## src/rtl/trigger_capture.sv

```systemverilog
// Acquisition front end: converts raw ADC samples to screen rows, waits for a
// slope/level crossing (or a timeout), then streams DEPTH samples into the sample RAM.
module trigger_capture #(
  parameter int DEPTH   = 160,
  parameter int SHIFT   = 7,
  parameter int OFFSET  = 4,
  parameter int TIMEOUT = 4096
) (
  input  logic        clk,
  input  logic        rst_n,
  input  logic        enable,
  input  logic        sample_en,
  input  logic [13:0] adc_data,
  input  logic [7:0]  trig_level,
  input  logic        trig_slope,
  output logic [7:0]  wr_data,
  output logic [7:0]  wr_addr,
  output logic        wr_en,
  output logic        finished,
  output logic        auto_trig
);

  localparam logic [2:0] S_IDLE    = 3'd0;
  localparam logic [2:0] S_ARM     = 3'd1;
  localparam logic [2:0] S_WAIT    = 3'd2;
  localparam logic [2:0] S_CAPTURE = 3'd3;
  localparam logic [2:0] S_DONE    = 3'd4;

  localparam int          TW        = (TIMEOUT > 1) ? $clog2(TIMEOUT) : 1;
  localparam logic [TW-1:0] TMO_LAST = TW'(TIMEOUT - 1);
  localparam logic [7:0]  LAST_ADDR = 8'(DEPTH - 1);

  logic [2:0]    state_q, state_d;
  logic [7:0]    prev_q, prev_d;
  logic [TW-1:0] tmo_q, tmo_d;
  logic [7:0]    wr_data_q, wr_data_d;
  logic [7:0]    wr_addr_q, wr_addr_d;
  logic          wr_en_q, wr_en_d;
  logic          finished_q, finished_d;
  logic          auto_trig_q, auto_trig_d;

  logic [13:0] shifted;
  logic [14:0] diff;
  logic [7:0]  conv;
  logic        rise_hit, fall_hit, hit;
  logic [7:0]  next_addr;

  assign shifted = adc_data >> SHIFT;

  // Saturating conversion: negative results floor at 0, large ones clamp at 255.
  always_comb begin
    diff = '0;
    conv = '0;
    if ({1'b0, shifted} >= 15'(OFFSET)) begin
      diff = {1'b0, shifted} - 15'(OFFSET);
      conv = (diff > 15'd255) ? 8'hFF : diff[7:0];
    end
  end

  assign rise_hit  = (prev_q < trig_level) && (conv >= trig_level);
  assign fall_hit  = (prev_q > trig_level) && (conv <= trig_level);
  assign hit       = trig_slope ? fall_hit : rise_hit;
  assign next_addr = 8'(wr_addr_q + 8'd1);

  always_comb begin
    state_d     = state_q;
    prev_d      = prev_q;
    tmo_d       = tmo_q;
    wr_data_d   = wr_data_q;
    wr_addr_d   = wr_addr_q;
    wr_en_d     = 1'b0;
    finished_d  = 1'b0;
    auto_trig_d = auto_trig_q;
    // Dropping enable aborts from any state; nothing new gets written.
    if (!enable) begin
      state_d = S_IDLE;
    end else begin
      case (state_q)
        S_IDLE: begin
          state_d     = S_ARM;
          auto_trig_d = 1'b0;
          tmo_d       = '0;
        end
        S_ARM: begin
          if (sample_en) begin
            prev_d  = conv;
            state_d = S_WAIT;
          end
        end
        S_WAIT: begin
          if (sample_en) begin
            if (hit || (tmo_q == TMO_LAST)) begin
              wr_en_d     = 1'b1;
              wr_addr_d   = 8'd0;
              wr_data_d   = conv;
              auto_trig_d = !hit;
              state_d     = (LAST_ADDR == 8'd0) ? S_DONE : S_CAPTURE;
            end else begin
              prev_d = conv;
              tmo_d  = TW'(tmo_q + 1'b1);
            end
          end
        end
        S_CAPTURE: begin
          if (sample_en) begin
            wr_en_d   = 1'b1;
            wr_addr_d = next_addr;
            wr_data_d = conv;
            if (next_addr == LAST_ADDR) begin
              state_d = S_DONE;
            end
          end
        end
        S_DONE: begin
          finished_d = 1'b1;
        end
        default: begin
          state_d = S_IDLE;
        end
      endcase
    end
  end

  // rst_n is active-high despite its name.
  always_ff @(posedge clk or posedge rst_n) begin
    if (rst_n) begin
      state_q     <= S_IDLE;
      prev_q      <= '0;
      tmo_q       <= '0;
      wr_data_q   <= '0;
      wr_addr_q   <= '0;
      wr_en_q     <= 1'b0;
      finished_q  <= 1'b0;
      auto_trig_q <= 1'b0;
    end else begin
      state_q     <= state_d;
      prev_q      <= prev_d;
      tmo_q       <= tmo_d;
      wr_data_q   <= wr_data_d;
      wr_addr_q   <= wr_addr_d;
      wr_en_q     <= wr_en_d;
      finished_q  <= finished_d;
      auto_trig_q <= auto_trig_d;
    end
  end

  assign wr_data   = wr_data_q;
  assign wr_addr   = wr_addr_q;
  assign wr_en     = wr_en_q;
  assign finished  = finished_q;
  assign auto_trig = auto_trig_q;

endmodule

```

## config.mk

```make
export PLATFORM = sky130hd
export DESIGN_NAME = trigger_capture
export DESIGN_NICKNAME = d
export VERILOG_FILES = /design/src/rtl/trigger_capture.sv
export SDC_FILE = /design/constraint.sdc
export NUM_CORES = 1
export LEC_CHECK = 0
export ABC_AREA = 0
export BUFFER_PORTS_ARGS = -buffer_cell sky130_fd_sc_hd__buf_2
export CORE_ASPECT_RATIO = 0.5
export CORE_MARGIN = 5
export CORE_UTILIZATION = 63
export CTS_BUF_LIST = sky130_fd_sc_hd__clkbuf_4 sky130_fd_sc_hd__clkbuf_8
export DETAILED_ROUTE_END_ITERATION = 8
export HOLD_SLACK_MARGIN = 0.1
export PLACE_DENSITY = 0.95
export SLEW_MARGIN = 20
export SYNTH_ARGS = -nofsm -noshare
export SYNTH_HDL_FRONTEND = slang
export SYNTH_SLANG_ARGS = --single-unit
```

## constraint.sdc

```tcl
create_clock -name clk -period 5.9 [get_ports clk]
set_input_delay 0.295 -clock clk [delete_from_list [all_inputs] [get_ports clk]]
set_output_delay 0.295 -clock clk [all_outputs]
set_load 0.02 [all_outputs]
```

Word level (Yosys, flattened, before mapping)

Index checks and enable logic that the tools add are counted.

Memory bits (read-only): 0
Output and inout port bits: 19
Input bits: 27
Bits in registers: 42
Bits in latches: 0
Word-level logic and storage cells: 81
Memories: 0
Memory bits (writable): 0

Divide/modulo/power cells: 0
Add/sub/neg operators: 3
$lt $le $gt $ge: 6
Shift operators: 0
Reductions and logical operators: 13
Multiplexer cells: 34
$mul: 0
Equal/unequal tests: 17
Bitwise gates (word level): 0

Operator list:

| operator                                            | number |
|---|---|
| two-way mux 8 bit                                   | 10 |
| case mux 8 bit (2 select lines)                     | 3 |
| two-way mux 12 bit                                  | 2 |
| case mux 12 bit (2 select lines)                    | 1 |
| two-way mux 3 bit                                   | 6 |
| > comparator 15 x 8 -> 1 bit, second input constant | 1 |
| != test 3 bit, second input constant                | 5 |
| case mux 3 bit (5 select lines)                     | 1 |
| adder 12 x 1 -> 12 bit, second input constant       | 1 |
| equality test 12 bit, second input constant         | 1 |
| != test 2 bit, second input constant                | 6 |
| AND reduction 5 bit                                 | 2 |
| two-way mux 1 bit                                   | 9 |
| adder 8 x 1 -> 8 bit, second input constant         | 1 |
| equality test 8 bit, second input constant          | 1 |
| >= comparator 8 bit                                 | 1 |
| > comparator 8 bit                                  | 1 |
| less-or-equal comparator 8 bit                      | 1 |
| < comparator 8 bit                                  | 1 |
| AND reduction 4 bit                                 | 2 |
| subtractor 7 x 3 -> 8 bit, second input constant    | 1 |
| >= comparator 7 x 3 -> 1 bit, second input constant | 1 |
| equality test 3 x 2 -> 1 bit, second input constant | 2 |
| AND reduction 6 bit                                 | 1 |
| other kinds (8)                                     | 12 |

Longest topological paths before layout

Gate-level depths: netlist (run 1).

Depth in word-level cells: 12
Depth in mapped cells: 16
Depth with buffers taken out: 15

Least setup slack after synthesis (run 1)

No wires, ideal clock.

Path type: input to register
Start: input port adc_data[12]
End: register prev_q[1]
Path buffers: 0
Library setup time: 0.125 ns
Slack: 2.813 ns
Stages: 13
Data arrival time: 2.962 ns
Cell sequence: nor3_1 > nand2_1 > a21oi_1 > nor2_1 > ha_1 > nor2b_1 > o211ai_1 > a21oi_2 > o21ai_1 > o2bb2ai_2 > a21oi_1 > o211ai_2 > mux2_2

Cells in the longest elaborated chain, start to end: 10
Elaborated cells on any way between the ends: 17

RTL lines:

| item                                                                  | line   | text |
|---|---|---|
| start: declaration                                                    | 13     | `input logic [13:0] adc_data,` |
| subtractor 7 x 3 -> 8 bit                                             | 55     | `diff = {1'b0, shifted} - 15'(OFFSET);` |
| > comparator 15 x 8 -> 1 bit                                          | 56     | `conv = (diff > 15'd255) ? 8'hFF : diff[7:0];` |
| two-way mux 8 bit                                                     | 56     |  |
| two-way mux 8 bit (*)                                                 | 54     | `if ({1'b0, shifted} >= 15'(OFFSET)) begin` |
| named net conv[1]                                                     | 44     | `logic [7:0] conv;` |
| >= comparator 8 bit or less-or-equal comparator 8 bit (tied branches) | 60, 61 |  |
| logical AND 1 bit, on equally long branches                           | 60, 61 |  |
| two-way mux 1 bit                                                     | 62     | `assign hit = trig_slope ? fall_hit : rise_hit;` |
| logical OR 1 bit                                                      | 92     | `if (hit \|\| (tmo_q == TMO_LAST)) begin` |
| != test 2 bit (no line)                                               | --     |  |
| AND reduction 5 bit (no line)                                         | --     |  |
| end signal: assignment                                                | 137    | `prev_q <= prev_d;` |
| end: declaration                                                      | 34     | `logic [7:0] prev_q, prev_d;` |

Mark *: on every way through the listed nets, which the timed path passes. The rest lies on a longest branch. The select of a mux whose other input is x is not followed.
A chain may end at the register's enable or synchronous reset.

Final worst setup path (run 1)

Start: input port adc_data[12]
End: register prev_q[5]

Cells in the longest elaborated chain, start to end: 10
Elaborated cells on any way between the ends: 17

RTL lines:

| item                                                                  | line |
|---|---|
| subtractor 7 x 3 -> 8 bit                                             | 55 |
| > comparator 15 x 8 -> 1 bit                                          | 56 |
| two-way mux 8 bit                                                     | 56 |
| two-way mux 8 bit (*)                                                 | 54 |
| named net conv[7]                                                     | 44 |
| >= comparator 8 bit or less-or-equal comparator 8 bit (tied branches) | 60, 61 |
| logical AND 1 bit, on equally long branches                           | 60, 61 |
| two-way mux 1 bit (*)                                                 | 62 |
| logical OR 1 bit (*)                                                  | 92 |
| != test 2 bit (no line) (*)                                           | -- |
| AND reduction 5 bit (no line) (*)                                     | -- |

Marks and branches as above.

==> results of run 1 <==
cells in the final DEF (no fill, tap or decap), drive strengths merged, types with 3 or more instances in the layout:
master	n
a21oi	18
a31oi	3
and3	7
buf	39
clkbuf	5
dfrtp	42
ha	21
inv	16
mux2	14
mux2i	3
nand2	32
nand2b	9
nand3	11
nand4	8
nor2	20
nor2b	3
nor3	8
nor3b	3
nor4	3
o211ai	8
o21ai	18
o2bb2ai	7
or4	4
flip-flops by register name, indices dropped and copies added (netlist names):
register   count
auto_trig      1
finished       1
prev_q         8
state_q        3
tmo_q         12
wr_addr        8
wr_data        8
wr_en          1
critical path, cell delays in order:
cell and delay [ns]:
buf_2 0.12, nor3_1 0.35, nand2_1 0.18, a21oi_1 0.49
nor2_1 0.24, a21oi_1 0.36, ha_1 0.21, nor2b_1 0.04
o211ai_1 0.20, a21oi_2 0.12, nor2_1 0.14, nand3_1 0.19
a21oi_1 0.82, o211ai_2 0.38, mux2_1 0.41
final timing paths:
kind / start / to
setup / recovery: adc_data[12] / prev_q[5]
hold / removal: rst_n / wr_data[2]
setup reg to reg: prev_q[7] / prev_q[5]
hold reg to reg: wr_data[5] / wr_data[5]
max in group asynchronous: rst_n / wr_data[5]
min in group clk: enable / state_q[0]
report_power, final:
| part | internal, µW | total (µW) | switching (µW) | leakage (µW) |
|---|---|---|---|---|
| logic | 153 | 377 | 224 | 0.000863 |
| registers | 356 | 412 | 56.0 | 0.000552 |
| clock network | 125 | 229 | 104 | 0.0000579 |
logic make-up (layout without fill, tap and decap cells):
family                     Yosys count  in the layout
xor gates and xnor gates             3              3
buffers and inverters               26             63
DFF                                 42             42
and+or+nand+nor                    113            113
muxes                               17             17
AOI/OAI and AO/OA                   77             77
adders and majority gates           21             21
layout make-up:
class,count,area share [%]
tap,57,2.290
inverter,16,1.928
sequential,42,33.75
clock buffer,5,2.210
timing repair buffer,39,6.348
multi-input combinational,231,52.19
clock inverter,3,1.286
through the flow:
stage | total power (µW) | instance area, µm² | hold slack (ns) | utilization (%)
after floorplan | 695.3 | 2793 | 0.4364 | -
after global placement | 763.3 | 3005 | 0.4485 | 69.26
after detailed placement | 789.1 | 3005 | 0.4717 | 69.26
after CTS | 1015 | 3114 | 0.1574 | 71.77
after global routing | 1081 | 3114 | 0.1852 | 71.77
final | 1018 | 3114 | 0.1306 | 71.77
layer usage:
layer,GRT usage [%],wire length [µm],vias to the layer above
met5,0,0,-
met4,7.934,116,0
met3,3.842,435,19
met2,41.30,3322,94
met1,27.85,2707,1177
li1,-,-,1174
==> metrics.txt, run 1 <==
outcome=complete, no violations; final setup vio count=0; #FFs+latches synth=42; routed vias/inst=roughly 6.3; setup repair bufs after CTS=0; starting density of the core=~64%; reg2reg setup slack=~2.7 ns; Layout Skew=0.003848 ns; post-cts hold buffer count=0; max-slew violations=0; total CTS buffers=5; CTS max path bufs=2; count leader, synth=dfrtp_1; Post-synth EDFFs=0; Final period util=about 74%; count of cell types in the netlist=59; first-pass GRT wire length=approximately 11000 µm; Final Non-Filler Cells=393; post-synthesis compound-gate area fraction=19.62%; Hold WC Path Type=in -> async; pin count of the biggest net entering global routing=between 40 and 50; ys async rst share=100.0%; Clock Tree Root=clkbuf_8; Fillers=286; Peak VDD IR=around 140 µV; xor and xnor fraction of the mapped netlist area=less than 1%; Initial DRC Count=around 170; std cell rows=17; chip width=roughly 100 µm; crit start category=input port; synth-to-layout area growth=11.51%; CP Max Fanout=13; sequential cell area=~1100 µm²; Synth Area in Adders=a little under a tenth; Syn Area/Cell=a little over 9 µm²; post-synth top area share=37.63%; Setup CP Type=in -> reg; Inst Count DP=roughly 390; fin nets=383; Pre-Repair DR Iteration Count=4; H-tree depth=2; clock-pin slew on the worst setup and hold paths=0.08 ns; n_diodes=0; DRC=0; Leak Pwr=0.001473 µW; Routed Wire Length=about 6600 µm; TritonCTS clock tree=built; routed len/inst=about 17 µm; global placer's final weighted congestion=0.8558; GRT Total Usage=22.74%; fin crit period=approximately 4.4 ns; buffers added on ports=38; share of layout cells above drive strength 1=between 20% and 30%; R2R depth=8; TNS Setup=0 ns; fmax=approximately 0.23 GHz; synthesized cell area=2793 µm²; RSZ-0062 raised after global routing=false; DPL Wire Length=roughly 4700 µm; vias after detailed routing=between 2000 and 2500; area leader, netlist=dfrtp_1; post-synthesis sequential area ratio=37.63%; post-route ant nets=0; global route overflow=0; Post-synth top flop=dfrtp_1; MaxCap Viol Count=0; Worst Path Required=between 6 and 7 ns; Slew @ Worst Pin=1.013 ns; IO Count=46; height of the die=57.08 µm; Synth Warn #=0; Pwr Density=between 300 and 400 nW/µm²; endpoint class of the critical path=flip-flop; Worst EP arrival=4.55 ns; CORE AREA=~4300 µm²; Final WS setup=roughly 1.5 ns; commonest cells in the netlist=dfrtp_1, nand2_1, ha_1; vias in the first global route=approximately 2500; clk_lat worst skew=about 0.3 ns; slew margin rel.=roughly a third; die area=approximately 6000 µm²; post-synth net total=approximately 350; Post-Synthesis Cells=between 200 and 300; clock sink total=42; initial antenna violation count=0; mux share of post-synthesis cell area=around 6.7%; largest family of logic cells by synthesized area=simple AND/OR/NAND/NOR gates; Final Hold Viols=0; simple-gate share of the synthesized area=21.51%; setup slack at placement=between 1.5 and 2 ns; synth top area cells=dfrtp_1, ha_1, mux2_2, nand2_1, a21oi_1; post_cts resized=0; multi-input logic area=1625 µm²
No activity file was read; power rests on OpenSTA's default activity.
==> run 2, diff against run 1 <==
- ABC_AREA: 0 -> 1
- CORE_UTILIZATION: 63 -> 59
- PLACE_DENSITY: 0.95 -> 0.93
- clock period: 5.9 -> 4.1 ns (I/O delays scaled with it)
==> metrics.txt, run 2 <==
outcome=complete, no violations; clk_lat worst skew=0.30 ns; buffers added on ports=38; Pre-Repair DR Iteration Count=6; Cell Chain, Critical Path=buf_2 -> inv_1 -> ha_1 -> nand2_1 -> nor2_1 -> inv_1 -> a31oi_1 -> inv_1 -> o21ai_0 -> inv_1 -> ha_1 -> nand2_1 -> nor2_1 -> nand4_1 -> nand3_1 -> nand2_1 -> nand4_1 -> nand2_2 -> nand2_1 -> o21ai_1; Clock Tree Root=clkbuf_8; crit start category=input port; DPL Wire Length=about 4600 µm; endpoint class of the critical path=flip-flop; synthesized cell area=between 2000 and 3000 µm²; placement-stage cell area=between 3000 and 4000 µm²; Pwr Density=approximately 500 nW/µm²; std cell rows=17; Post-Synthesis Cells=383; count of cell types in the netlist=29; Worst Path Required=approximately 4.3 ns; Routed Wire Length=just over 6000 µm; initial antenna violation count=0; DRC=0; CTS max path bufs=2; max-slew violations=0; net switching power=about 700 µW; count leader, synth=nand2_1; WP buf/inv=5; slew margin rel.=about three fifths; Final Non-Filler Cells=490; largest register by flop count=tmo_q; Hold WC Path Type=in -> reg; Syn Area/Cell=around 7.5 µm²; CP peak stage delay=between 0.3 and 0.4 ns; global placer's final weighted congestion=roughly 0.84; RSZ-0062 raised after global routing=false; height of the die=about 59 µm; H-tree depth=2; Slew @ Worst Pin=roughly 0.6 ns; clock sink total=42; n_diodes=0; Initial DRC Count=134; ys async rst share=100.0%; global route overflow=0; number of flip-flops in the largest register=12; Leak Pwr=between 0.0015 and 0.002 µW; Post-synth top flop=dfrtp_1; Final period util=74.82%; chip width=108.4 µm; post-synth top area share=~37%; Layout Skew=0.008565 ns; pin count of the biggest net entering global routing=between 40 and 50; Worst EP arrival=about 3.2 ns; vias after detailed routing=2588; synth-to-layout area growth=12.09%; routed vias/inst=about 5.3; power share of the combinational group=between 40% and 50%; sequential fraction of design power=between 30% and 40%; commonest cells in the netlist=nand2_1, inv_1, dfrtp_1; Pwr Total=1638 µW; fin crit period=3.068 ns; #FFs+latches synth=42; post_cts resized=0; Setup CP Type=in -> reg; share of layout cells above drive strength 1=a little under a fifth; vias in the first global route=2442; Final Hold Viols=0; GRT Total Usage=between 20% and 30%; Final Cell Area=roughly 3200 µm²; Post-synth EDFFs=0; fmax=between 0.3 and 0.4 GHz; total CTS buffers=5; CP delay by family, top=simple AND/OR/NAND/NOR gates; TritonCTS clock tree=built; CP Max Fanout=33; final setup vio count=0; Peak VDD IR=220.4 µV; post-route ant nets=0; Synth Warn #=0; first-pass GRT wire length=around 10000 µm; most common cell after layout, fill and taps aside=nand2_1; die area=about 6400 µm²; TNS Setup=0 ns; Inst Count DP=around 480; MaxCap Viol Count=0; post-synthesis sequential area ratio=around 37%; switch share=42.78%; Clk network pwr share=between 10% and 20%; clock-pin slew on the worst setup and hold paths=0.09 ns; starting density of the core=a little over three fifths; fin nets=around 470; CORE AREA=roughly 4500 µm²; CP max-delay cell=nand2_2; most frequent cells in the layout=nand2_1, inv_1, dfrtp_1; IO Count=46; Int Power=about 940 µW; post-synth net total=roughly 430; area leader, netlist=dfrtp_1; routed len/inst=between 10 and 15 µm; synth top area cells=dfrtp_1, nand2_1, ha_1, inv_1, nand3_1
## run 2: power by group through the flow
stage	registers, µW	logic (µW)	clock network, µW
6_report	629	682	326
5_1_grt	647	768	348
4_1_cts	628	684	329
3_5_place_dp	634	675	0
3_3_place_gp	627	647	0
2_1_floorplan	704	437	0
## run 2: worst paths after layout
check                           cells past startpoint   startpoint         end  slack (ns)
worst max-delay path                               20  adc_data[9]  wr_data[2]        1.03
worst min-delay path                                3       enable  state_q[0]        0.20
worst max register to register                     11    prev_q[5]  wr_data[2]        1.94
worst min register to register                      2   wr_data[3]  wr_data[3]        0.49
max in group asynchronous                           4        rst_n   prev_q[0]        3.17
min in group asynchronous                           4        rst_n    tmo_q[1]        0.56
## run 2: stage by stage
step           setup WS (ns)  hold slack [ns]  utilization, %
6_report               1.032           0.1960           70.67
5_1_grt               0.7601           0.2125           70.67
4_1_cts                1.093           0.1937           70.67
3_5_place_dp          0.8133           0.3609           68.05
3_3_place_gp          0.9757           0.3518           68.05
2_1_floorplan          1.547           0.3458               -
## run 2: worst reg2reg max path: cells and delay by family, from the launching register on
family          cells  cell delay, ns
flops               1            0.39
simple gates        8            1.08
compound gates      2            0.26
fa+ha+maj           1            0.29
## run 2: repair_timing
action / in CTS / in global routing
hold endpoints to repair: 42 / 0
setup buffers: 0 / 0
hold buffers: 1 / 0
## run 2: kinds of logic (layout without fill, tap and decap cells)
group / count (synthesis) / in the layout / share of synthesized area (%)
flip-flops: 42 / 42 / 36.79
XOR/XNOR: 8 / 8 / 2.453
AO/OA/AOI/OAI: 59 / 59 / 12.13
AND/OR/NAND/NOR: 188 / 188 / 29.92
adder cells (fa/ha/maj): 21 / 21 / 9.198
buffers and inverters: 65 / 106 / 9.505
## run 2: cell type report
cell class | instances | area [µm²]
fillers | 355 | 1329
clock buffers | 5 | 68.82
multi-input cells | 276 | 1534
repair buffers | 40 | 207.7
inverters | 58 | 217.7
flip-flops and latches | 42 | 1051
clock inverters | 3 | 40.04
well taps | 66 | 82.58
## run 2: per-layer routing
| layer | routed length [µm] | global-route usage (%) | share of wire (%) |
|---|---|---|---|
| met5 | 0 | 0 | 0 |
| met4 | 99 | 8.813 | 1.6 |
| met3 | 364 | 5.114 | 5.9 |
| met2 | 2943 | 35.65 | 48 |
| met1 | 2736 | 24.34 | 45 |
==> run 3, diff against run 2 <==
- clock period: 4.1 -> 3.2 ns (I/O delays scaled with it)
==> metrics.txt, run 3 (same netlist as run 2, synthesis figures left out) <==
Inst Count DP=484; Worst Path Required=3.38 ns; final setup vio count=0; die area=6417 µm²; endpoint class of the critical path=flip-flop; routed len/inst=between 10 and 15 µm; initial antenna violation count=0; largest register by flop count=tmo_q; global route overflow=0; share of layout cells above drive strength 1=18.35%; Final Hold Viols=0; Clock Tree Root=clkbuf_8; buffers added on ports=38; number of flip-flops in the largest register=12; routed vias/inst=about 5.2; Pwr Density=~620 nW/µm²; Initial DRC Count=130; clk_lat worst skew=0.29 ns; Setup CP Type=in -> reg; post-route ant nets=0; post_cts resized=0; Peak VDD IR=between 300 and 400 µV; Final period util=~84%; vias in the first global route=~2500; DPL Wire Length=~4700 µm; most frequent cells in the layout=nand2_1, inv_1, dfrtp_1; Worst EP arrival=roughly 2.9 ns; post-cts hold buffer count=1; Slew @ Worst Pin=~0.53 ns; crit start category=input port; MaxCap Viol Count=0; CTS max path bufs=2; Layout Skew=roughly 0.0047 ns; IO Count=46; hold path depth=3; placement-stage cell area=around 3100 µm²; setup repair bufs after CTS=0; starting density of the core=between 60 and 70%; vias after detailed routing=2576; R2R depth=9; most common cell after layout, fill and taps aside=nand2_1; fmax=between 0.3 and 0.4 GHz; Hold WC Path Type=in -> reg; pin count of the biggest net entering global routing=43; Fillers=371; height of the die=roughly 59 µm; TNS Setup=0 ns; RSZ-0062 raised after global routing=false; chip width=roughly 110 µm; fin nets=474; Leak Pwr=0.001678 µW; std cell rows=17; global placer's final weighted congestion=0.8256; first-pass GRT wire length=10360 µm; Final Cell Area=3211 µm²; CORE AREA=roughly 4500 µm²; clock sink total=42; clock-pin slew on the worst setup and hold paths=approximately 0.070 ns; TritonCTS clock tree=built; Routed Wire Length=slightly above 6000 µm; synth-to-layout area growth=12.40%; n_diodes=0; max-slew violations=0; H-tree depth=2; DRC=0; Final Non-Filler Cells=491; Pre-Repair DR Iteration Count=5; slew margin rel.=64.78%; CP Max Fanout=24; outcome=complete, no violations; total CTS buffers=5; fin crit period=approximately 2.7 ns; GRT Total Usage=20.00%
## run 3: cell types whose count changed in the layout (fill, tap and decap cells not counted), sizes merged
cell    delta
clkinv     -2
buf        +3
bufinv     -1
clkbuf     +1
## run 3: critical path, stage by stage
cell and delay, ns:
buf_2 0.11, inv_1 0.07, ha_1 0.18, nand2_1 0.08, nor2_1 0.08, inv_1 0.06
a31oi_1 0.19, inv_1 0.12, o21ai_0 0.20, inv_1 0.11, ha_1 0.32, nand2_1 0.08
nand2_1 0.05, nand2_1 0.05, nand2_1 0.05, nand2_1 0.08, nand3_1 0.07, nand2_1 0.13
nand4_2 0.18, nand2_2 0.12, nand2_4 0.17, nand2_1 0.13, o21ai_2 0.05
## run 3: where the power goes
| part | internal [µW] | switching [µW] | total (µW) |
|---|---|---|---|
| clock | 166 | 165 | 331 |
| sequential | 679 | 121 | 800 |
| combinational | 296 | 578 | 873 |
| total | 1140 | 864 | 2000 |
## run 3: area by class of cell
class,count,area [µm²],share of cell area [%]
Inverter,58,217.7,6.781
Timing Repair Buffer,43,242.7,7.560
Multi-Input combinational cell,276,1534,47.78
Tap cell,66,82.58,2.572
Clock buffer,6,82.58,2.572
Sequential cell,42,1051,32.74
## run 3: per-layer routing
layer  GRT usage, %  wire length [µm]  part of all wire, %  vias to the layer above
met5              0                 0                    0                        -
met4          6.295                83                  1.4                        0
met2          35.82              2861                   47                       66
met1          24.25              2820                   47                     1186
met3          4.570               296                  4.9                       14
li1               -                 -                    -                     1310
## run 3: through the flow
step / util (%) / setup slack, ns / total power, µW / hold slack [ns]
detailed placement: 68.82 / 0.2573 / 1676 / 0.3148
global route: 70.86 / 0.2150 / 2182 / 0.1793
CTS: 70.86 / 0.5329 / 2014 / 0.1624
floorplan: - / 0.6921 / 1462 / 0.3008
global placement: 68.82 / 0.3647 / 1639 / 0.3076
finish: 70.86 / 0.5151 / 2005 / 0.1690
## run 3: worst paths after layout
path | startpoint | end | slack, ns
max | adc_data[9] | tmo_q[4] | 0.52
min | enable | state_q[0] | 0.17
max reg2reg | tmo_q[0] | tmo_q[4] | 1.10
min reg2reg | wr_data[3] | wr_data[3] | 0.49
max in group asynchronous | rst_n | prev_q[6] | 2.30
min in group asynchronous | rst_n | tmo_q[0] | 0.53
